--- config.mk ---
export PLATFORM = sky130hd
export DESIGN_NAME = mu0_core
export DESIGN_NICKNAME = d
export VERILOG_FILES = /design/src/rtl/mu0_pkg.sv /design/src/rtl/mu0_alu.sv /design/src/rtl/mu0_core.sv
export SDC_FILE = /design/constraint.sdc
export NUM_CORES = 1
export LEC_CHECK = 0
export CAP_MARGIN = 10
export CELL_PAD_IN_SITES_DETAIL_PLACEMENT = 0
export CELL_PAD_IN_SITES_GLOBAL_PLACEMENT = 2
export CORE_ASPECT_RATIO = 1.25
export CORE_MARGIN = 8
export CORE_UTILIZATION = 34
export DETAILED_ROUTE_END_ITERATION = 8
export PLACE_DENSITY_LB_ADDON = 0.1
export SLEW_MARGIN = 20
export SYNTH_ARGS = -nofsm -noshare
export SYNTH_HDL_FRONTEND = slang
export SYNTH_SLANG_ARGS = --single-unit
--- constraint.sdc ---
create_clock -name clk -period 6.6 [get_ports clk]
set_input_delay 0.99 -clock clk [delete_from_list [all_inputs] [get_ports clk]]
set_output_delay 0.99 -clock clk [all_outputs]
set_load 0.03 [all_outputs]
--- src/rtl/mu0_pkg.sv ---
// Shared definitions for the MU0 accumulator core: state encoding, opcodes,
// ALU function select and small opcode-classification helpers.
package mu0_pkg;

  typedef enum logic [2:0] {
    IDLE      = 3'd0,
    FETCH     = 3'd1,
    DECODE    = 3'd2,
    EXECUTE   = 3'd3,
    WRITEBACK = 3'd4,
    HALT      = 3'd5
  } state_t;

  localparam logic [3:0] OP_LDA = 4'h0;
  localparam logic [3:0] OP_STO = 4'h1;
  localparam logic [3:0] OP_ADD = 4'h2;
  localparam logic [3:0] OP_SUB = 4'h3;
  localparam logic [3:0] OP_JMP = 4'h4;
  localparam logic [3:0] OP_JGE = 4'h5;
  localparam logic [3:0] OP_JNE = 4'h6;
  localparam logic [3:0] OP_STP = 4'h7;

  typedef enum logic [1:0] {
    ALU_PASS = 2'd0,
    ALU_ADD  = 2'd1,
    ALU_SUB  = 2'd2
  } aluFn_t;

  // Opcodes that read an operand from memory and finish in WRITEBACK.
  function automatic logic isMemRead(input logic [3:0] op);
    return (op == OP_LDA) || (op == OP_ADD) || (op == OP_SUB);
  endfunction

  function automatic aluFn_t aluFnOf(input logic [3:0] op);
    case (op)
      OP_ADD:  return ALU_ADD;
      OP_SUB:  return ALU_SUB;
      default: return ALU_PASS;
    endcase
  endfunction

endpackage

--- src/rtl/mu0_alu.sv ---
// MU0 datapath arithmetic: pass-through, add or subtract of two 16-bit
// operands, wrapping modulo 2^16 with no flags.
module mu0_alu
  import mu0_pkg::*;
(
  input  logic [1:0]  fn,
  input  logic [15:0] a,
  input  logic [15:0] b,
  output logic [15:0] y
);

  // Select the accumulator result for LDA/ADD/SUB.
  always_comb begin
    y = b;
    case (fn)
      ALU_ADD: y = a + b;
      ALU_SUB: y = a - b;
      default: y = b;
    endcase
  end

endmodule

--- src/rtl/mu0_core.sv ---
// MU0 accumulator processor: 6-state control FSM with pc/acc/ir registers.
// A hold input freezes the core in IDLE/FETCH/EXECUTE so an external agent
// can own the memory bus; read data already requested is still captured.
module mu0_core
  import mu0_pkg::*;
(
  input  logic        clk,
  input  logic        resetN,
  input  logic        run,
  input  logic        hold,
  output logic        memRq,
  output logic        readNotWrite,
  output logic [15:0] addr,
  output logic [15:0] dataIn,
  input  logic [15:0] dataOut,
  output logic        halted,
  output logic [11:0] pc,
  output logic [15:0] acc
);

  state_t      state;
  state_t      nextState;
  logic [15:0] ir;
  logic [15:0] dataInQ;
  logic [15:0] aluY;
  logic [1:0]  aluFn;
  logic [3:0]  op;
  logic [11:0] operand;
  logic [11:0] addrSel;
  logic        storeNow;
  logic        takeJump;

  assign op       = ir[15:12];
  assign operand  = ir[11:0];
  assign aluFn    = aluFnOf(op);
  assign halted   = (state == HALT);
  assign addr     = {4'h0, addrSel};
  assign storeNow = memRq && !readNotWrite;
  // dataIn shows acc only during the STO write cycle and otherwise keeps
  // the last value written, so the bus does not toggle between accesses.
  assign dataIn   = storeNow ? acc : dataInQ;
  assign takeJump = (op == OP_JMP) ||
                    ((op == OP_JGE) && !acc[15]) ||
                    ((op == OP_JNE) && (acc != '0));

  mu0_alu uAlu (
    .fn (aluFn),
    .a  (acc),
    .b  (dataOut),
    .y  (aluY)
  );

  // Next-state and bus decode from the current state, ir and hold.
  always_comb begin
    nextState    = state;
    memRq        = 1'b0;
    readNotWrite = 1'b1;
    addrSel      = pc;
    case (state)
      IDLE: begin
        if (!hold && run) nextState = FETCH;
      end
      FETCH: begin
        if (!hold) begin
          memRq     = 1'b1;
          nextState = DECODE;
        end
      end
      DECODE: begin
        nextState = EXECUTE;
      end
      EXECUTE: begin
        addrSel = operand;
        if (!hold) begin
          if (isMemRead(op)) begin
            memRq     = 1'b1;
            nextState = WRITEBACK;
          end else if (op == OP_STO) begin
            memRq        = 1'b1;
            readNotWrite = 1'b0;
            nextState    = FETCH;
          end else if (op == OP_STP) begin
            nextState = HALT;
          end else begin
            nextState = FETCH;
          end
        end
      end
      WRITEBACK: begin
        addrSel   = operand;
        nextState = FETCH;
      end
      HALT: begin
        nextState = HALT;
      end
      default: begin
        nextState = IDLE;
      end
    endcase
  end

  // State and architectural registers; hold freezes pc/acc/ir updates.
  always_ff @(posedge clk or negedge resetN) begin
    if (!resetN) begin
      state   <= IDLE;
      pc      <= '0;
      acc     <= '0;
      ir      <= '0;
      dataInQ <= '0;
    end else begin
      state <= nextState;
      if ((state == FETCH) && !hold) pc <= pc + 12'd1;
      if (state == DECODE) ir <= dataOut;
      if ((state == EXECUTE) && !hold && takeJump) pc <= operand;
      if (storeNow) dataInQ <= acc;
      if (state == WRITEBACK) acc <= aluY;
    end
  end

endmodule
==> impl_results.md, run 1 <==
* Status: finished, final reports clean
* Cells after Synth at 440
* Post-route ant nets at 0
* Max IR drop VDD at 0.1661 mV
* Initial antenna violation count at 0
* I/O Pins at 83
* Worst-skew pair later-pin latency at 330 ps
* TritonCTS clock tree: yes
* Wire per inst at 17.07 um
* Area of the multi-input gates at 2352 sq um
* Post-cts sizing count at 0
* Seq cells post-synth at 63
* Met2 wire len at 5872 um
* Site Rows at 45
* Worst setup SP type: input pin
* Cell area after synthesis at 4088 sq um
* Final Wtd Congestion at 0.8072
* Power share of the sequential group at 24.6%
* Number of synthesized flops with an enable pin at 0
* Critical Path Max Stage Delay at 770 ps
* Mean number of vias per cell at 5.044
* Clock Skews at 5.388 ps
* Reg area at 1577 sq um
* Clock transition at path regs at 50 ps
* Die Wd at 114.1 um
* Min cycle time layout at 4770 ps
* Synth Flop Type: dfrtp_1
* Input/output buffers at 78
* CP bufs+invs at 2
* Die area at 15810 sq um
* Worst setup EP type: output pin
* Async set or reset register ratio after synthesis at 100.0%
* Total Nets Final at 551
* Chip height at 138.6 um
* Reg-to-Reg End: acc[14]
* Pwr per Cell Area at 597.2 nW/um^2
* # hold bufs at CTS at 0
* Final Setup Violations at 0
* YS warnings at 0
* Setup TNS at 0 ps
* Post-Route Utilization at 44.57%
* Sw Share at 45.07%
* Hold Path Depth at 2
* Via Count at 3435
* CP top delay family: buffers and inverters
* Hold Crit Start: dataInQ[1]
* Seq/Total Area, Yosys at 38.57%
* 1st-pass router iterations at 4
* Final hold violations at 0
* Max_slew headroom at 33.35%
* Post-DP HPWL at 8660 um
* Arrival time worst endpoint at 3780 ps
* Routed WL at 11620 um
* Max Used Layer: met4
* Largest net degree at the start of global routing at 64
* DRC viols at 0
* Worst reg2reg path startpoint: ir[15]
* Crit path top cell by count: clkdlybuf4s50_1
* Commonest non-fill, non-tap cell in the layout: clkdlybuf4s50_1
* Crit-path cells: clkdlybuf4s50_1, and2b_1, nand3_1, nand2b_1, mux2_2, clkdlybuf4s50_1
* Fmax at 0.2096 GHz
* Post-synth cell types at 56
* Worst-path fanout max at 19
* Initial core utilization at 34.25%
* Routed length on met1 at 5030 um
* Hold/Removal Path Class: reg -> reg
* 1st-iter DRT viols at 134
* Logic gate share of total power at 59.1%
* Root Buffer: clkbuf_16
* Fillers at 1193
* Final critical-path share of the clock period at 72.28%
* Num CTS Buffers at 9
* Vias in the first global route at 3539
* Worst Setup Path Type: in -> out
* Fraction of layout cells with a size suffix above 1 at 13.15%
* CTS H-tree depth at 3
* Metal3 WL at 464 um
* # diodes at 0
* Most frequent cells in the layout: clkdlybuf4s50_1 (77), dfrtp_1 (63), nor2_1 (44)
* WP data required at 5610 ps
* Clock network power share at 16.3%
* Leakage at 2.221 nW
* Slew @ Worst Pin at 999.7 ps
* Reg2reg setup slack at 2860 ps
* Max clock buf depth at 2
* Total GRT Usage at 15.22%
* Max stage delay cell, worst path: nand2b_1
* Post-CTS Setup Inserts at 0
* Number of max-cap violations at 0
* Hold path endpoint: dataInQ[1]
* CTS Sinks at 63
* Total core area at 11940 sq um
* R2R cell count at 12
* Area Overhead vs Synth at 30.15%
* NetSw at 0.001432 W
* Pint at 0.001745 W
* GRT Residual Overflow at 0
* Mean Syn Cell Area at 9.290 sq um
* Pins Over Slew Limit at 0
* First-pass GRT wire length at 18960 um
* RSZ-0062 raised after global routing: no
[synthesized netlist by cell type, drive strengths merged, types with 2 or more instances]
master	n	share of area, %
or2	2	0.37
xor2	8	1.7
nor4	6	1.3
nand2	38	3.6
inv	15	1.4
o21bai	2	0.37
ha	18	5.5
dfrtp	63	39
nor3b	2	0.37
a41oi	3	0.64
nand4	5	0.77
clkbuf	13	1.2
xnor2	24	5.1
o211ai	2	0.37
buf	11	1.7
and3	4	0.61
nand3	13	1.6
o21a	2	0.37
a21oi	34	4.3
o21ai	30	3.7
mux2i	4	0.98
o22ai	3	0.61
a31oi	5	0.77
mux2	38	10
and2b	3	0.55
nor2b	6	0.92
a211oi	3	0.55
nor2	44	4.0
nor3	7	0.86
nand2b	9	1.4
o31ai	2	0.37
a21o	4	0.73
[power by group through the flow]
stage / Combinational (W) / Clock, W / Sequential (W)
detailed placement: 0.00189 / 0 / 0.000789
CTS: 0.00190 / 0.000534 / 0.000784
floorplan: 0.00115 / 0 / 0.000879
finish: 0.00188 / 0.000517 / 0.000781
global placement: 0.00189 / 0 / 0.000785
global route: 0.00205 / 0.000546 / 0.000816
[area by class of cell]
class | count | share of cell area, %
flip-flops and latches | 63 | 29.63
multi-input cells | 341 | 44.21
inverters | 15 | 1.058
clock inverters | 5 | 1.529
clock buffers | 11 | 4.563
repair buffers | 82 | 15.15
well taps | 164 | 3.857
[sequential cells by signal, summed over array words and instances (netlist names)]
signal,cells
acc,16
dataInQ,16
ir,16
pc,12
state,3
[how the worst max path moves through the flow]
stage               start         to  slack [ps]  cells after the start
4_1_cts              hold  dataIn[7]        1790                      6
2_1_floorplan  dataOut[0]    acc[15]        2890                     15
5_1_grt              hold  dataIn[1]        1680                      6
6_report             hold  dataIn[9]        1830                      6
3_5_place_dp         hold  dataIn[7]        1800                      6
3_3_place_gp         hold  dataIn[7]        1850                      6
[stage by stage]
stage | cell area (sq um) | total power, W | worst slack (ps) | hold WS [ps] | std cells
global placement | 4994 | 0.002674 | 1848 | 474.5 | 665
floorplan | 4099 | 0.002031 | 2889 | 498.4 | 443
finish | 5320 | 0.003177 | 1830 | 492.3 | 681
CTS | 5318 | 0.003220 | 1790 | 497.4 | 681
detailed placement | 4994 | 0.002683 | 1796 | 485.3 | 665
global route | 5320 | 0.003415 | 1680 | 505.5 | 681
[logic make-up after synthesis]
group	count (synthesis)	synth area share [%]
mux	42	11.45
other cells	1	0.09174
simple gates	145	17.91
fa+ha+maj	19	6.000
xor+xnor	32	6.856
buf+inv	39	4.224
compound gates	99	14.91
flops	63	38.57
[per-layer routing]
| layer | vias to the layer above | global-route usage [%] |
|---|---|---|
| met5 | - | 0 |
| met4 | 0 | 5.903 |
| met3 | 17 | 3.094 |
| met2 | 60 | 25.69 |
| met1 | 1654 | 18.43 |
| li1 | 1704 | - |
[worst register-to-register path: cells and delay by family, from the launching register on]
family	cells	cell delay [ps]
AOI/OAI and AO/OA	4	1020
adders and majority gates	2	790
and+or+nand+nor	4	750
muxes	2	650
DFF	1	410
Power figures use the tool's default switching activity.
==> inputs of run 2 (changes only) <==
CORE_UTILIZATION = 29   (was 34)
clock period = 3.9 ns   (was 6.6 ns; I/O delays follow)
==> run 2 against run 1 <==
- first-iteration DRC count is 59% higher
- clock skew grew 4.4 ps
- largest power group unchanged
- die area up 15%
- power rose by 78%
- sequential share of layout area shrank 1.4 points
==> impl_results.md, run 2 (synthesis results as in run 1) <==
* Status: finished, final reports clean
* Number of max-cap violations at 0 (unchanged)
* 1st-pass router iterations at 4 (unchanged)
* WHS at 242.4 ps (-249.9 ps)
* Final hold violations at 0 (unchanged)
* Slew @ Worst Pin at 650.8 ps (-348.9 ps)
* Fraction of layout cells with a size suffix above 1 at 19.89% (+6.7 points)
* Worst-path fanout max at 7 (-12)
* Vias in the first global route at 3714 (+4.9%)
* NetSw at 0.002513 W (+75%)
* Wire per inst at 18.14 um (+6.3%)
* Setup TNS at 0 ps (unchanged)
* Clock network power share at 16.5% (+0.2 points)
* Worst setup EP type: flip-flop
* Input/output buffers at 78 (unchanged)
* Max clock buf depth at 2 (unchanged)
* Fmax at 0.2718 GHz
* Die Wd at 122.2 um (+7.1%)
* Hold/Removal Path Class: in -> async
* Final Setup Violations at 0 (unchanged)
* Total Nets Final at 582 (+5.6%)
* Initial antenna violation count at 0 (unchanged)
* Area Overhead vs Synth at 36.67%
* Leakage at 2.406 nW (+8.3%)
* Final Wtd Congestion at 0.8109 (+0.46%)
* Largest net degree at the start of global routing at 34 (-47%)
* CTS Sinks at 63 (unchanged)
* CP bufs+invs at 3 (+1)
* # hold bufs at CTS at 0 (unchanged)
* 1st-iter DRT viols at 213 (+59%)
* GRT Residual Overflow at 0 (unchanged)
* Via Count at 3535 (+2.9%)
* Max stage delay cell, worst path: or4_1
* First-pass GRT wire length at 20880 um (+10%)
* Pint at 0.003146 W (+80%)
* Post-route ant nets at 0 (unchanged)
* CTS H-tree depth at 3 (unchanged)
* WP data required at 4130 ps (-1480 ps)
* Crit path from: dataOut[0]
* TritonCTS clock tree: yes
* Top Registers: acc: 16 flops, dataInQ: 16 flops, ir: 16 flops
* Chip height at 148.7 um (+7.3%)
* Initial core utilization at 29.59% (-4.7 points)
* Site Rows at 48 (+6.7%)
* Mean number of vias per cell at 4.889 (-3.1%)
* Min cycle time layout at 3679 ps
* DRC viols at 0 (unchanged)
* Fillers at 1432 (+20%)
* RSZ-0062 raised after global routing: no
* Worst-skew pair later-pin latency at 340 ps (about the same)
* Pwr per Cell Area at 1013 nW/um^2 (+70%)
* Logic gate share of total power at 60.1% (+1.0 points)
* I/O Pins at 83 (unchanged)
* Post-CTS Setup Inserts at 0 (unchanged)
* Clock Skews at 9.825 ps (+4.437 ps)
* # diodes at 0 (unchanged)
* Final critical-path share of the clock period at 94.33%
* Worst Setup Path Type: in -> reg
* Sw Share at 44.41% (-0.66 points)
* Pins Over Slew Limit at 0 (unchanged)
* Max IR drop VDD at 0.4089 mV (+150%)
* CP top delay family: simple AND/OR/NAND/NOR gates
* Post-route cell area at 5587 sq um (+5.0%)
* Clock transition at path regs at 60 ps (about the same)
* Total GRT Usage at 14.82% (-0.40 points)
* Arrival time worst endpoint at 3910 ps (+130 ps)
* Routed WL at 13120 um (+13%)
* Max_slew headroom at 56.53% (+23 points)
* Most frequent cells in the layout: clkdlybuf4s50_1 (67), dfrtp_1 (63), nor2_1 (44)
* Crit-path cells: clkdlybuf4s50_1, inv_1, ha_1, nand2b_1, or4_1, or2_4, nor4_4, buf_4, nor2_1, xnor2_1, ha_1, nand2_1, o21ai_0, nor2_1, a21oi_1, xnor2_1, o311ai_1
* Power share of the sequential group at 23.4% (-1.2 points)
* Critical Path Max Stage Delay at 450 ps (-320 ps)
* Post-cts sizing count at 0 (unchanged)
* Worst setup SP type: input pin
* Post-DP HPWL at 10100 um (+17%)
* Total core area at 13810 sq um (+16%)
* Root Buffer: clkbuf_16
* Num CTS Buffers at 9 (unchanged)
* Dpl cell area at 5240 sq um (+4.9%)
* Worst reg2reg path startpoint: ir[15]
* Commonest non-fill, non-tap cell in the layout: clkdlybuf4s50_1
* Die area at 18170 sq um (+15%)
-- run 2: cell types whose count changed in the layout (fill, tap and decap cells not counted) --
| cell | previous run | this run |
|---|---|---|
| clkbuf_8 | 1 | 4 |
| clkinv_4 | 1 | 0 |
| buf_12 | 0 | 2 |
| clkdlybuf4s50_1 | 77 | 67 |
| clkinv_2 | 1 | 0 |
| clkinvlp_4 | 1 | 0 |
| buf_4 | 4 | 43 |
-- run 2: final timing paths --
path,to,cells after the start,slack [ps]
min reg2reg,dataInQ[9],1,490
max in group asynchronous,ir[5],2,2870
max,acc[15],17,220
min,state[1],1,240
min in group clk,dataInQ[9],1,490
max reg2reg,acc[14],12,540
-- run 2: routing by layer --
layer	track usage [%]	vias up	wire, um
met5	0	-	0
met4	5.009	0	179
met3	2.576	11	580
met2	25.83	66	6698
met1	17.91	1692	5659
li1	-	1766	-
-- run 2: power groups by stage --
stage	Sequential, W	Clock, W	Combinational (W)
global route	0.00139	0.000983	0.00369
global placement	0.00134	0	0.00340
finish	0.00132	0.000935	0.00340
floorplan	0.00149	0	0.00195
CTS	0.00134	0.000959	0.00344
detailed placement	0.00134	0	0.00343
-- run 2: area by class of cell --
cell class | instances | area [sq um] | share of cell area [%]
inverters | 15 | 56.30 | 1.008
multi-input cells | 341 | 2352 | 42.11
clock buffers | 14 | 284.0 | 5.084
well taps | 175 | 219.0 | 3.919
clock inverters | 2 | 60.06 | 1.075
flip-flops and latches | 63 | 1577 | 28.22
repair buffers | 113 | 1039 | 18.59
-- run 2: metrics by stage --
step / power [W] / instances / util (%) / setup WS (ps)
after floorplan: 0.003437 / 443 / - / 593.7
after global placement: 0.004744 / 707 / 37.93 / -13.40
after detailed placement: 0.004772 / 707 / 37.93 / -32.82
after CTS: 0.005738 / 723 / 40.43 / 287.4
after global routing: 0.006064 / 723 / 40.44 / 33.87
final: 0.005659 / 723 / 40.44 / 221.3
